<file path="src/rtl/char_receiver_pkg.sv">
// Shared types and constants for the char_receiver UART block: FSM state
// encoding, oversampling factor and the baud-tick divisor helper.
package char_receiver_pkg;

  typedef enum logic [2:0] {
    ST_IDLE,
    ST_START,
    ST_DATA,
    ST_STOP,
    ST_WAIT_HIGH
  } rx_state_e;

  localparam int unsigned OVERSAMPLE = 16;

  // Clocks per oversample tick; integer division truncates toward a slightly fast tick.
  function automatic int unsigned tick_divisor(input int unsigned clk_hz,
                                               input int unsigned baud);
    return clk_hz / (baud * OVERSAMPLE);
  endfunction

endpackage

</file>
<file path="src/rtl/char_fifo.sv">
// Receive buffer for char_receiver: first-word fall-through, head reads 0 when empty.
// CHAR_RECEIVER_FIFO_EN selects a DEPTH-entry FIFO; otherwise a single holding register.
module char_fifo
  import char_receiver_pkg::*;
#(
  parameter int unsigned DEPTH = 8
) (
  input  logic       clk,
  input  logic       rst_n,
  input  logic       wr_en_i,
  input  logic [7:0] wr_data_i,
  input  logic       rd_en_i,
  output logic [7:0] rd_data_o,
  output logic       empty_o,
  output logic       full_o,
  output logic       overrun_o
);

  logic do_rd;
  logic do_wr;
  logic overrun_q;
  logic overrun_d;

  // A pop in the same cycle frees the slot, so only an unaccompanied write while full drops.
  assign overrun_d = wr_en_i & full_o & ~rd_en_i;
  assign overrun_o = overrun_q;

  always_ff @(posedge clk or negedge rst_n) begin
    if (!rst_n) begin
      overrun_q <= 1'b0;
    end else begin
      overrun_q <= overrun_d;
    end
  end

`ifdef CHAR_RECEIVER_FIFO_EN
  localparam int unsigned AW = (DEPTH > 1) ? $clog2(DEPTH) : 1;

  logic [AW:0] wr_ptr_q;
  logic [AW:0] wr_ptr_d;
  logic [AW:0] rd_ptr_q;
  logic [AW:0] rd_ptr_d;
  logic [7:0]  mem_q [DEPTH];

  assign empty_o = (wr_ptr_q == rd_ptr_q);
  assign full_o  = (wr_ptr_q[AW] != rd_ptr_q[AW]) &&
                   (wr_ptr_q[AW-1:0] == rd_ptr_q[AW-1:0]);

  assign do_rd = rd_en_i & ~empty_o;
  assign do_wr = wr_en_i & (~full_o | do_rd);

  assign wr_ptr_d = do_wr ? wr_ptr_q + 1'b1 : wr_ptr_q;
  assign rd_ptr_d = do_rd ? rd_ptr_q + 1'b1 : rd_ptr_q;

  always_ff @(posedge clk or negedge rst_n) begin
    if (!rst_n) begin
      wr_ptr_q <= '0;
      rd_ptr_q <= '0;
    end else begin
      wr_ptr_q <= wr_ptr_d;
      rd_ptr_q <= rd_ptr_d;
    end
  end

  always_ff @(posedge clk) begin
    if (do_wr) begin
      mem_q[wr_ptr_q[AW-1:0]] <= wr_data_i;
    end
  end

  assign rd_data_o = empty_o ? 8'h00 : mem_q[rd_ptr_q[AW-1:0]];
`else
  logic       valid_q;
  logic       valid_d;
  logic [7:0] hold_q;
  logic [7:0] hold_d;
  logic       unused_depth;

  assign unused_depth = (DEPTH != 0);

  assign empty_o = ~valid_q;
  assign full_o  = valid_q;

  assign do_rd = rd_en_i & valid_q;
  assign do_wr = wr_en_i & (~valid_q | do_rd);

  always_comb begin
    valid_d = valid_q;
    hold_d  = hold_q;
    if (do_wr) begin
      valid_d = 1'b1;
      hold_d  = wr_data_i;
    end else if (do_rd) begin
      valid_d = 1'b0;
    end
  end

  always_ff @(posedge clk or negedge rst_n) begin
    if (!rst_n) begin
      valid_q <= 1'b0;
      hold_q  <= 8'h00;
    end else begin
      valid_q <= valid_d;
      hold_q  <= hold_d;
    end
  end

  assign rd_data_o = valid_q ? hold_q : 8'h00;
`endif

endmodule

</file>
<file path="src/rtl/char_receiver.sv">
// UART 8N1 receiver with 16x oversampling, centre sampling and a receive buffer.
// Define CHAR_RECEIVER_FIFO_EN for a FIFO_DEPTH-entry FIFO; default is one holding register.
module char_receiver
  import char_receiver_pkg::*;
#(
  parameter int unsigned CLK_HZ     = 100_000_000,
  parameter int unsigned BAUD       = 9600,
  parameter int unsigned FIFO_DEPTH = 8
) (
  input  logic       clk,
  input  logic       rst_n,
  input  logic       RsRx,
  input  logic       rd_en,
  output logic [6:0] rd_ascii,
  output logic       rd_lang,
  output logic       empty,
  output logic       full,
  output logic       frame_err,
  output logic       overrun,
  output logic [3:0] num3,
  output logic [3:0] num2,
  output logic [3:0] num1,
  output logic [3:0] num0
);

  localparam int unsigned DIV_RAW = tick_divisor(CLK_HZ, BAUD);
  localparam int unsigned DIV     = (DIV_RAW < 1) ? 1 : DIV_RAW;
  localparam int unsigned DIV_W   = (DIV > 1) ? $clog2(DIV) : 1;
  localparam logic [DIV_W-1:0] DIV_LAST = DIV_W'(DIV - 1);
  localparam logic [3:0] SMP_LAST = 4'(OVERSAMPLE - 1);
  localparam logic [3:0] SMP_MID  = 4'(OVERSAMPLE / 2 - 1);

  logic             sync1_q;
  logic             sync2_q;
  logic             rx_prev_q;
  logic             rx_s;
  logic             rx_fall;
  logic [DIV_W-1:0] tick_cnt_q;
  logic             tick;

  rx_state_e  state_q;
  rx_state_e  state_d;
  logic [3:0] s_cnt_q;
  logic [3:0] s_cnt_d;
  logic [2:0] bit_cnt_q;
  logic [2:0] bit_cnt_d;
  logic [7:0] shift_q;
  logic [7:0] shift_d;
  logic       frame_err_q;
  logic       frame_err_d;
  logic [7:0] last_good_q;
  logic [7:0] last_good_d;
  logic       byte_done;
  logic [7:0] head_byte;

  // Synchronizer and edge-history flops reset high so reset never looks like a start bit.
  always_ff @(posedge clk or negedge rst_n) begin
    if (!rst_n) begin
      sync1_q   <= 1'b1;
      sync2_q   <= 1'b1;
      rx_prev_q <= 1'b1;
    end else begin
      sync1_q   <= RsRx;
      sync2_q   <= sync1_q;
      rx_prev_q <= sync2_q;
    end
  end

  assign rx_s    = sync2_q;
  assign rx_fall = rx_prev_q & ~rx_s;

  assign tick = (tick_cnt_q == DIV_LAST);

  always_ff @(posedge clk or negedge rst_n) begin
    if (!rst_n) begin
      tick_cnt_q <= '0;
    end else if (tick) begin
      tick_cnt_q <= '0;
    end else begin
      tick_cnt_q <= tick_cnt_q + 1'b1;
    end
  end

  always_comb begin
    state_d     = state_q;
    s_cnt_d     = s_cnt_q;
    bit_cnt_d   = bit_cnt_q;
    shift_d     = shift_q;
    frame_err_d = 1'b0;
    byte_done   = 1'b0;
    unique case (state_q)
      ST_IDLE: begin
        if (rx_fall) begin
          state_d = ST_START;
          s_cnt_d = '0;
        end
      end
      ST_START: begin
        // Half a bit in: a line that has gone high again was only a glitch.
        if (tick) begin
          if (s_cnt_q == SMP_MID) begin
            s_cnt_d   = '0;
            bit_cnt_d = '0;
            state_d   = rx_s ? ST_IDLE : ST_DATA;
          end else begin
            s_cnt_d = s_cnt_q + 1'b1;
          end
        end
      end
      ST_DATA: begin
        if (tick) begin
          if (s_cnt_q == SMP_LAST) begin
            s_cnt_d   = '0;
            shift_d   = {rx_s, shift_q[7:1]};
            bit_cnt_d = bit_cnt_q + 1'b1;
            if (bit_cnt_q == 3'd7) begin
              state_d = ST_STOP;
            end
          end else begin
            s_cnt_d = s_cnt_q + 1'b1;
          end
        end
      end
      ST_STOP: begin
        if (tick) begin
          if (s_cnt_q == SMP_LAST) begin
            s_cnt_d = '0;
            if (rx_s) begin
              byte_done = 1'b1;
              state_d   = ST_IDLE;
            end else begin
              frame_err_d = 1'b1;
              state_d     = ST_WAIT_HIGH;
            end
          end else begin
            s_cnt_d = s_cnt_q + 1'b1;
          end
        end
      end
      ST_WAIT_HIGH: begin
        if (rx_s) begin
          state_d = ST_IDLE;
        end
      end
      default: begin
        state_d = ST_IDLE;
      end
    endcase
  end

  // Display copy follows every good byte, including ones the buffer drops.
  assign last_good_d = byte_done ? shift_q : last_good_q;

  always_ff @(posedge clk or negedge rst_n) begin
    if (!rst_n) begin
      state_q     <= ST_IDLE;
      s_cnt_q     <= '0;
      bit_cnt_q   <= '0;
      shift_q     <= '0;
      frame_err_q <= 1'b0;
      last_good_q <= '0;
    end else begin
      state_q     <= state_d;
      s_cnt_q     <= s_cnt_d;
      bit_cnt_q   <= bit_cnt_d;
      shift_q     <= shift_d;
      frame_err_q <= frame_err_d;
      last_good_q <= last_good_d;
    end
  end

  char_fifo #(
    .DEPTH(FIFO_DEPTH)
  ) u_fifo (
    .clk      (clk),
    .rst_n    (rst_n),
    .wr_en_i  (byte_done),
    .wr_data_i(shift_q),
    .rd_en_i  (rd_en),
    .rd_data_o(head_byte),
    .empty_o  (empty),
    .full_o   (full),
    .overrun_o(overrun)
  );

  assign rd_ascii  = head_byte[6:0];
  assign rd_lang   = head_byte[7];
  assign frame_err = frame_err_q;
  assign num3      = last_good_q[7:4];
  assign num2      = last_good_q[3:0];
  assign num1      = head_byte[7:4];
  assign num0      = head_byte[3:0];

endmodule

</file>
<file path="config.mk">
export PLATFORM = sky130hd
export DESIGN_NAME = char_receiver
export DESIGN_NICKNAME = d
export VERILOG_FILES = /design/src/rtl/char_receiver_pkg.sv /design/src/rtl/char_fifo.sv /design/src/rtl/char_receiver.sv
export SDC_FILE = /design/constraint.sdc
export NUM_CORES = 1
export LEC_CHECK = 0
export ABC_AREA = 1
export CORE_MARGIN = 2
export CORE_UTILIZATION = 40
export DETAILED_ROUTE_END_ITERATION = 8
export PLACE_DENSITY = 0.61
export SYNTH_ARGS = -nofsm -noshare
export SYNTH_HDL_FRONTEND = slang
export SYNTH_HIERARCHICAL = 1
export SYNTH_SLANG_ARGS = --single-unit
</file>
<file path="constraint.sdc">
create_clock -name clk -period 4.2 [get_ports clk]
set_input_delay 0.84 -clock clk [delete_from_list [all_inputs] [get_ports clk]]
set_output_delay 0.84 -clock clk [all_outputs]
set_load 0.05 [all_outputs]
</file>
# Yosys cells after proc, flatten, opt, wreduce, memory -nomap -nowiden
# Index checks and enable logic that the tools add are counted.
totals:
  word_cells: 87
  ff_bits: 50
  output_inout_bits: 28
  in_bits: 4
classes:
  reduce_logical: 9
  bitwise_logic: 9
  n_eq_ne: 18
  n_addsub: 3
  mux: 35
op_table:
  columns: ["cell", "count"]
  rows:
  - ["$mux W3", 14]
  - ["$mux W4", 5]
  - ["$ne A2 B2 Y1 const B", 9]
  - ["$pmux W3 S5", 1]
  - ["$pmux W4 S3", 1]
  - ["$add A10 B1 Y10 const B", 1]
  - ["$eq A10 B10 Y1 const B", 1]
  - ["$mux W1", 10]
  - ["$mux W10", 1]
  - ["$reduce_and A9 Y1", 1]
  - ["$mux W8", 1]
  - ["$eq A3 B2 Y1 const B", 2]
  - ["$eq A3 B3 Y1 const B", 2]
  - ["$pmux W3 S2", 1]
  - ["$and A1 B1 Y1", 5]
  - ["$reduce_and A5 Y1", 1]
  - ["$add A4 B1 Y4 const B", 1]
  - ["$eq A4 B3 Y1 const B", 1]
  - ["$eq A4 B4 Y1 const B", 1]
  - ["$reduce_and A4 Y1", 1]
  - ["$reduce_bool A2 Y1", 2]
  - ["$add A3 B1 Y3 const B", 1]
  - ["$eq A3 B1 Y1 const B", 1]
  - ["$logic_not A3 Y1", 1]
  - ["7 further kinds", 9]

# Longest topological paths before layout
# Gate-level depths: netlist (run 1).
logic_depth:
  depth_word: 6
  ltp_mapped: 13
  mapped_depth_nobuf: 11

# Modules after synthesis
# The synthesis (run 1) kept the hierarchy.
by_module_without_submodules:
  columns: ["module", "seq_area_each_um2", "area_each_um2", "instances", "cells_each"]
  rows:
  - ["char_receiver", 1004.7, 2048.2, 1, 236]
  - ["char_fifo", 250.2, 480.5, 1, 60]

# Worst setup path before layout (run 1)
# No wires, ideal clock.
synth_timing:
  kind: "register to output"
  startpoint: "register u_fifo.valid_q (netlist: u_fifo/full_o)"
  endpoint: "output rd_ascii[0]"
  stages_incl_launch_ff: 5
  t_required_ns: 3.360
  n_path_buf: 2
  path_slack_ns: 1.886
  arrival_time_ns: 1.474
  cell_sequence: "dfrtp_1 buf_6 nand2_1 inv_1 buf_4"
synth_between:
  elab_chain_len: 1
synth_lines:
  columns: ["item", "line_no", "text"]
  rows:
  - ["start: declaration", "char_fifo.sv:73", "logic valid_q;"]
  - ["start signal: assignment", "char_fifo.sv:103", "valid_q <= valid_d;"]
  - ["$mux W8", "char_fifo.sv:108", "assign rd_data_o = valid_q ? hold_q : 8'h00;"]
  - ["end: declaration", "char_receiver.sv:14", "output logic [6:0] rd_ascii,"]
# No other way between the ends.

# Worst setup path after layout (run 1)
layout_timing:
  startpoint: "register u_fifo.valid_q (netlist: u_fifo/full_o)"
  endpoint: "output num0[3]"
layout_between:
  elab_chain_len: 1
layout_lines:
  columns: ["item", "line_no", "text"]
  rows:
  - ["$mux W8", "char_fifo.sv:108", null]
  - ["end: declaration", "char_receiver.sv:23", "output logic [3:0] num0"]
# No other way between the ends.

==> results of run 1 <==
[report_power, final]
group	switching, mW	leakage (nW)	internal [mW]
Combinational	0.129	0.781	0.0619
Sequential	0.0345	0.669	0.506
Clock	0.152	0.0714	0.254
[worst max-delay path by stage]
stage	start	end	slack [ns]
2_1_floorplan	u_fifo/full_o$_DFFE_PN0P_	rd_ascii[0]	1.89
3_3_place_gp	u_fifo/full_o$_DFFE_PN0P_	num1[2]	1.88
3_5_place_dp	u_fifo/full_o$_DFFE_PN0P_	num0[3]	1.82
4_1_cts	u_fifo/full_o$_DFFE_PN0P_	num0[3]	1.48
5_1_grt	u_fifo/full_o$_DFFE_PN0P_	num1[1]	1.39
6_report	u_fifo/full_o$_DFFE_PN0P_	num0[3]	1.51
[through the flow]
| step | std cells | setup WS, ns | area, sq um |
|---|---|---|---|
| 3_3_place_gp | 389 | 1.875 | 2799 |
| 6_report | 397 | 1.514 | 2942 |
| 5_1_grt | 397 | 1.390 | 2942 |
| 3_5_place_dp | 389 | 1.817 | 2799 |
| 4_1_cts | 397 | 1.478 | 2942 |
| 2_1_floorplan | 296 | 1.886 | 2529 |
[synthesized netlist by cell type]
master / count
a21boi_0: 1
a21oi_1: 6
buf_12: 1
buf_4: 9
buf_6: 3
buf_8: 1
dfrtp_1: 47
dfstp_2: 3
ha_1: 5
inv_1: 36
inv_2: 4
nand2_1: 88
nand2_2: 8
nand2_4: 2
nand3_1: 22
nand3_4: 1
nand3b_1: 3
nand4_1: 9
nor2_1: 18
nor2_2: 3
nor3_1: 1
nor3_4: 1
nor4_1: 1
o21ai_0: 10
o21ai_2: 10
xnor2_1: 1
xor2_1: 2
[state kept, by name, indices dropped and copies added, names as in the netlist]
name and cells:
sync1_q 1, shift_q 8, last_good_q 8, state_q 3
rx_s 1, bit_cnt_q 3, rx_prev_q 1, frame_err 1
u_fifo/hold_q 8, u_fifo/full_o 1, s_cnt_q 4, u_fifo/overrun_o 1
tick_cnt_q 10
[per-layer routing]
| metal | vias up | GRT usage (%) | wire (um) | part of all wire, % |
|---|---|---|---|---|
| met5 | - | 0 | 0 | 0 |
| met4 | 0 | 3.519 | 53 | 1.2 |
| met3 | 6 | 2.967 | 177 | 4.0 |
| met2 | 38 | 22.07 | 1964 | 45 |
| met1 | 869 | 19.20 | 2177 | 50 |
| li1 | 975 | - | - | - |
[area by class of cell]
type / instances / area [sq um]
inverters: 40 / 150.1
well taps: 75 / 93.84
multi-input cells: 192 / 987.2
flip-flops and latches: 50 / 1255
clock inverters: 2 / 60.06
repair buffers: 32 / 312.8
clock buffers: 6 / 82.58
fillers: 587 / 3084
[worst max-delay path, stage by stage (launching register included)]
cell,delay (ns)
dfrtp_1,0.56
nand2_1,0.10
inv_1,0.09
clkdlybuf4s50_1,0.80
[logic make-up (layout without fill, tap and decap cells)]
| group | after synthesis | after routing | synth area share (%) |
|---|---|---|---|
| and+or+nand+nor | 157 | 157 | 28.60 |
| buffers and inverters | 54 | 80 | 11.33 |
| DFF | 50 | 50 | 49.63 |
| AOI/OAI and AO/OA | 27 | 27 | 6.927 |
| adders and majority gates | 5 | 5 | 2.474 |
| xor gates and xnor gates | 3 | 3 | 1.039 |
==> summary.txt, run 1 <==
Outcome
  • Status: complete, no violations

Die
  • DIE AREA: around 7000 sq um
  • Die W: between 80 and 90 um
  • Initial core utilization: 41.96%
  • Io pins: 32
  • FP Rows: 28
  • Core Footprint: ~6000 sq um
  • Die Ht: roughly 84 um

Detailed routing
  • WL per Instance: 11.02 um
  • Initial DRC Count: 90
  • Total wire length: 4.373 mm
  • Vias per cell: roughly 4.8
  • Via Count: ~1900
  • DRC viols: 0
  • Pre-Repair DR Iteration Count: 4
  • DRT antenna net count: 0

Worst setup path
  • Startpoint types: flip-flop
  • Worst r2r path cells: 11
  • WP data arrival: between 1.5 and 2 ns
  • Crit Reg-Reg Endpoint: u_fifo/hold_q[3]$_DFFE_PN0P_
  • CP Class: reg2out
  • Crit path capture type: output pin
  • Required time of the critical path: 3.36 ns
  • Worst Path Max Fanout: 11
  • Critical register-to-register path startpoint: tick_cnt_q[0]$_DFF_PN0_
  • Reg2Reg Setup Slack: around 2.0 ns

STA
  • F_max: 0.3723 GHz
  • Setup Skew: roughly 0.0081 ns
  • # setup viols final: 0
  • RSZ-0062 raised after global routing: no
  • Fin. max-slew vios: 0
  • Total negative slack: 0 ns
  • Slew @ Worst Pin: between 0.6 and 0.7 ns
  • Worst hold slack: about 0.36 ns
  • Tcrit/Tclk final: a little under two thirds
  • Worst rel slew slack: 59.75%
  • Final Hold Vio Count: 0
  • Post-layout min period: 2.686 ns

Min path
  • Hold Crit Depth: 0
  • Worst Hold End: rx_s$_DFF_PN1_
  • Hold wc startpoint: sync1_q$_DFF_PN1_
  • Worst min path class: reg2reg

Synthesis
  • Sequential element share of the synthesized area: about 50%
  • Yosys reg bits: 50
  • Top cells by area, synth: dfrtp_1 (47%), nand2_1 (13%), inv_1 (5.3%)
  • Area of the mapped netlist: 2529 sq um
  • Synth Warn #: 6
  • Post-synth top area cell: dfrtp_1
  • Post-Synthesis Cells: slightly below 300
  • Mapped Nets: between 300 and 400
  • Mean Syn Cell Area: 8.543 sq um
  • Top cell type's share of synthesized area: between 40% and 50%
  • Distinct cell type count of the synthesized netlist: 27

Pwr
  • Lkg Pwr: 1.522 nW
  • Max VDD drop: 0.2589 mV
  • P per Cell Area: between 300 and 400 nW/um^2
  • Total Power: approximately 1.1 mW

Finish
  • Commonest non-fill, non-tap cell in the layout: nand2_1
  • Area grow syn2layout: 16.33%
  • Share of layout cells above drive strength 1: 13.04%
  • Ant diodes: 0
  • Layout Utilization: between 40% and 50%
  • Final nets: between 300 and 400
  • Commonest cells after routing, fill and taps aside: nand2_1 (88), dfrtp_1 (47), inv_1 (36), clkdlybuf4s50_1 (30), nand3_1 (22)

Place
  • DP HPWL: roughly 3.3 mm
  • I/O Buffers: 31
  • GPL Wtd Cong: just under 0.8

Clock tree
  • CTS tree: yes
  • Number of buffers added for setup after CTS: 0
  • TritonCTS Sinks: 50
  • CTS Buffer Depth: 2
  • Resize count post-CTS: 0
  • Post-CTS Hold Fix Bufs: 0
  • Worst skew pair latency: 0.30 ns
  • Num CTS Buffers: 5
  • H-tree level count: 2
  • Clk root buf: clkbuf_8
  • CTS clk-pin slew, worst paths: roughly 0.090 ns

GRT
  • Grt total ovfl: 0
  • Initial antenna violation count: 0
  • Largest net degree at the start of global routing: 27
  • Vias in the first global route: 1772
  • Gr usage total: between 10% and 20%
  • First-pass GRT wire length: roughly 8 mm

Job
  • Max-cap viol count: 0
Note: power is estimated with default switching activity, not from simulation.
==> inputs of run 2 (changes only) <==
PLACE_DENSITY = 0.63   (was 0.61)
clock period = 2.2 ns   (was 4.2 ns; I/O delays follow)
==> run 2 against run 1 <==
  * Combinational power grew 91%
  * Power grew 79%
  * Sequential power grew 91%
  * Register-to-register slack lost 1.7 ns
  * Via count grew 0.48%
  * Die area is the same
  * Cell area shrank 2.0%
  * Sequential share of layout area grew 0.87 points
  * Critical path depth shrank 1
  * Non-clock buffer count grew 2
  * Critical path type unchanged
  * Largest power group unchanged
  * Highest routed layer unchanged
==> summary.txt, run 2 (same netlist as run 1, synthesis figures left out) <==
Outcome
  • Status: complete, no violations

Detailed routing
  • Pre-Repair DR Iteration Count: 6
  • Total wire length: 4.376 mm
  • DRC viols: 0
  • Vias per cell: ~4.8
  • WL per Instance: 10.97 um
  • Initial DRC Count: 69
  • DRT antenna net count: 0
  • Via Count: 1897

Finish
  • Commonest non-fill, non-tap cell in the layout: nand2_1
  • Ant diodes: 0
  • Area grow syn2layout: 14.00%
  • Max reg flops: 10
  • Commonest cells after routing, fill and taps aside: nand2_1 (88), dfrtp_1 (47), inv_1 (36), nand3_1 (22), buf_4 (20)
  • Fin cells: around 400
  • Layout Utilization: between 40% and 50%
  • Register bank with the most flops: tick_cnt_q
  • Final nets: about 330
  • Reg area: between 1000 and 1500 sq um
  • Multi-input gate area: 987.2 sq um
  • # fillers: approximately 620
  • Share of layout cells above drive strength 1: between 15 and 20%

Clock tree
  • H-tree level count: 2
  • Clk root buf: clkbuf_8
  • CTS clk-pin slew, worst paths: ~0.090 ns
  • Post-CTS Hold Fix Bufs: 0
  • Worst skew pair latency: approximately 0.30 ns
  • Number of buffers added for setup after CTS: 0
  • Resize count post-CTS: 0
  • CTS tree: yes
  • TritonCTS Sinks: 50
  • CTS Buffer Depth: 2
  • Num CTS Buffers: 5

GRT
  • Largest net degree at the start of global routing: 51
  • Grt total ovfl: 0
  • First-pass GRT wire length: 7.997 mm
  • Gr usage total: between 10% and 20%
  • Initial antenna violation count: 0
  • Vias in the first global route: 1749

Die
  • Initial core utilization: a little over two fifths
  • Die Ht: ~84 um
  • Io pins: 32
  • DIE AREA: ~7000 sq um
  • FP Rows: 28
  • Core Footprint: approximately 6000 sq um
  • Die W: about 84 um

Place
  • I/O Buffers: 31
  • GPL Wtd Cong: 0.8251
  • Placed Cells: 391
  • DP HPWL: between 3 and 4 mm

STA
  • Tcrit/Tclk final: about nine tenths
  • F_max: about 0.5 GHz
  • Setup Skew: between 0.01 and 0.015 ns
  • Slew @ Worst Pin: slightly above 0.6 ns
  • Fin. max-slew vios: 0
  • # setup viols final: 0
  • Final Hold Vio Count: 0
  • RSZ-0062 raised after global routing: no
  • Worst rel slew slack: between 50% and 60%
  • Post-layout min period: between 1.5 and 2 ns
  • Total negative slack: 0 ns
  • Worst hold slack: ~0.23 ns

Job
  • Max-cap viol count: 0

Worst setup path
  • Startpoint types: flip-flop
  • CP Class: reg2out
  • Crit path capture type: output pin
  • Worst Path Max Fanout: 2
  • WP data arrival: ~1.5 ns
  • Required time of the critical path: about 1.8 ns

Pwr
  • P per Cell Area: 704.4 nW/um^2
  • Max VDD drop: between 0.4 and 0.5 mV
  • Lkg Pwr: between 1.5 and 2 nW

Min path
  • Worst min path class: in2async
-- run 2: cell type report --
cell class / count / share of cell area, %
Sequential cell: 50 / 43.53
Multi-Input combinational cell: 192 / 34.24
Timing Repair Buffer: 34 / 9.896
Inverter: 40 / 5.208
Tap cell: 75 / 3.255
Clock buffer: 6 / 2.517
Clock inverter: 2 / 1.345
-- run 2: worst paths after layout --
| kind | startpoint | end | slack, ns | depth (start not counted) |
|---|---|---|---|---|
| worst max-delay path | u_fifo/full_o$_DFFE_PN0P_ | empty | 0.24 | 2 |
| worst min-delay path | rst_n | s_cnt_q[1]$_DFFE_PN0P_ | 0.23 | 2 |
| worst max register to register | tick_cnt_q[0]$_DFF_PN0_ | u_fifo/hold_q[4]$_DFFE_PN0P_ | 0.33 | 11 |
| worst min register to register | sync1_q$_DFF_PN1_ | rx_s$_DFF_PN1_ | 0.36 | 0 |
| max in group asynchronous | rst_n | state_q[0]$_DFFE_PN0P_ | 1.54 | 2 |
| min in group clk | sync1_q$_DFF_PN1_ | rx_s$_DFF_PN1_ | 0.36 | 0 |
-- run 2: critical path, cell delays in order (launching register included) --
cell and delay (ns):
dfrtp_1 0.38, inv_1 0.05, clkdlybuf4s50_1 0.79
-- run 2: where the power goes --
group / internal [mW] / switching (mW)
Clock: 0.341 / 0.293
Sequential: 0.966 / 0.0662
Combinational: 0.118 / 0.246
-- run 2: metrics by stage --
stage | cell area [sq um] | power [mW] | worst slack, ns
floorplan | 2529 | 1.342 | 0.2863
global placement | 2771 | 1.412 | 0.3925
detailed placement | 2771 | 1.413 | 0.3215
CTS | 2883 | 2.056 | 0.2275
finish | 2883 | 2.030 | 0.2426
global route | 2883 | 2.163 | 0.06783
-- run 2: per-layer routing --
metal,GRT usage (%),vias up,wire [um]
met3,3.462,4,163
met4,3.519,0,47
met2,22.43,31,2029
met5,0,-,0
li1,-,981,-
met1,18.35,881,2136
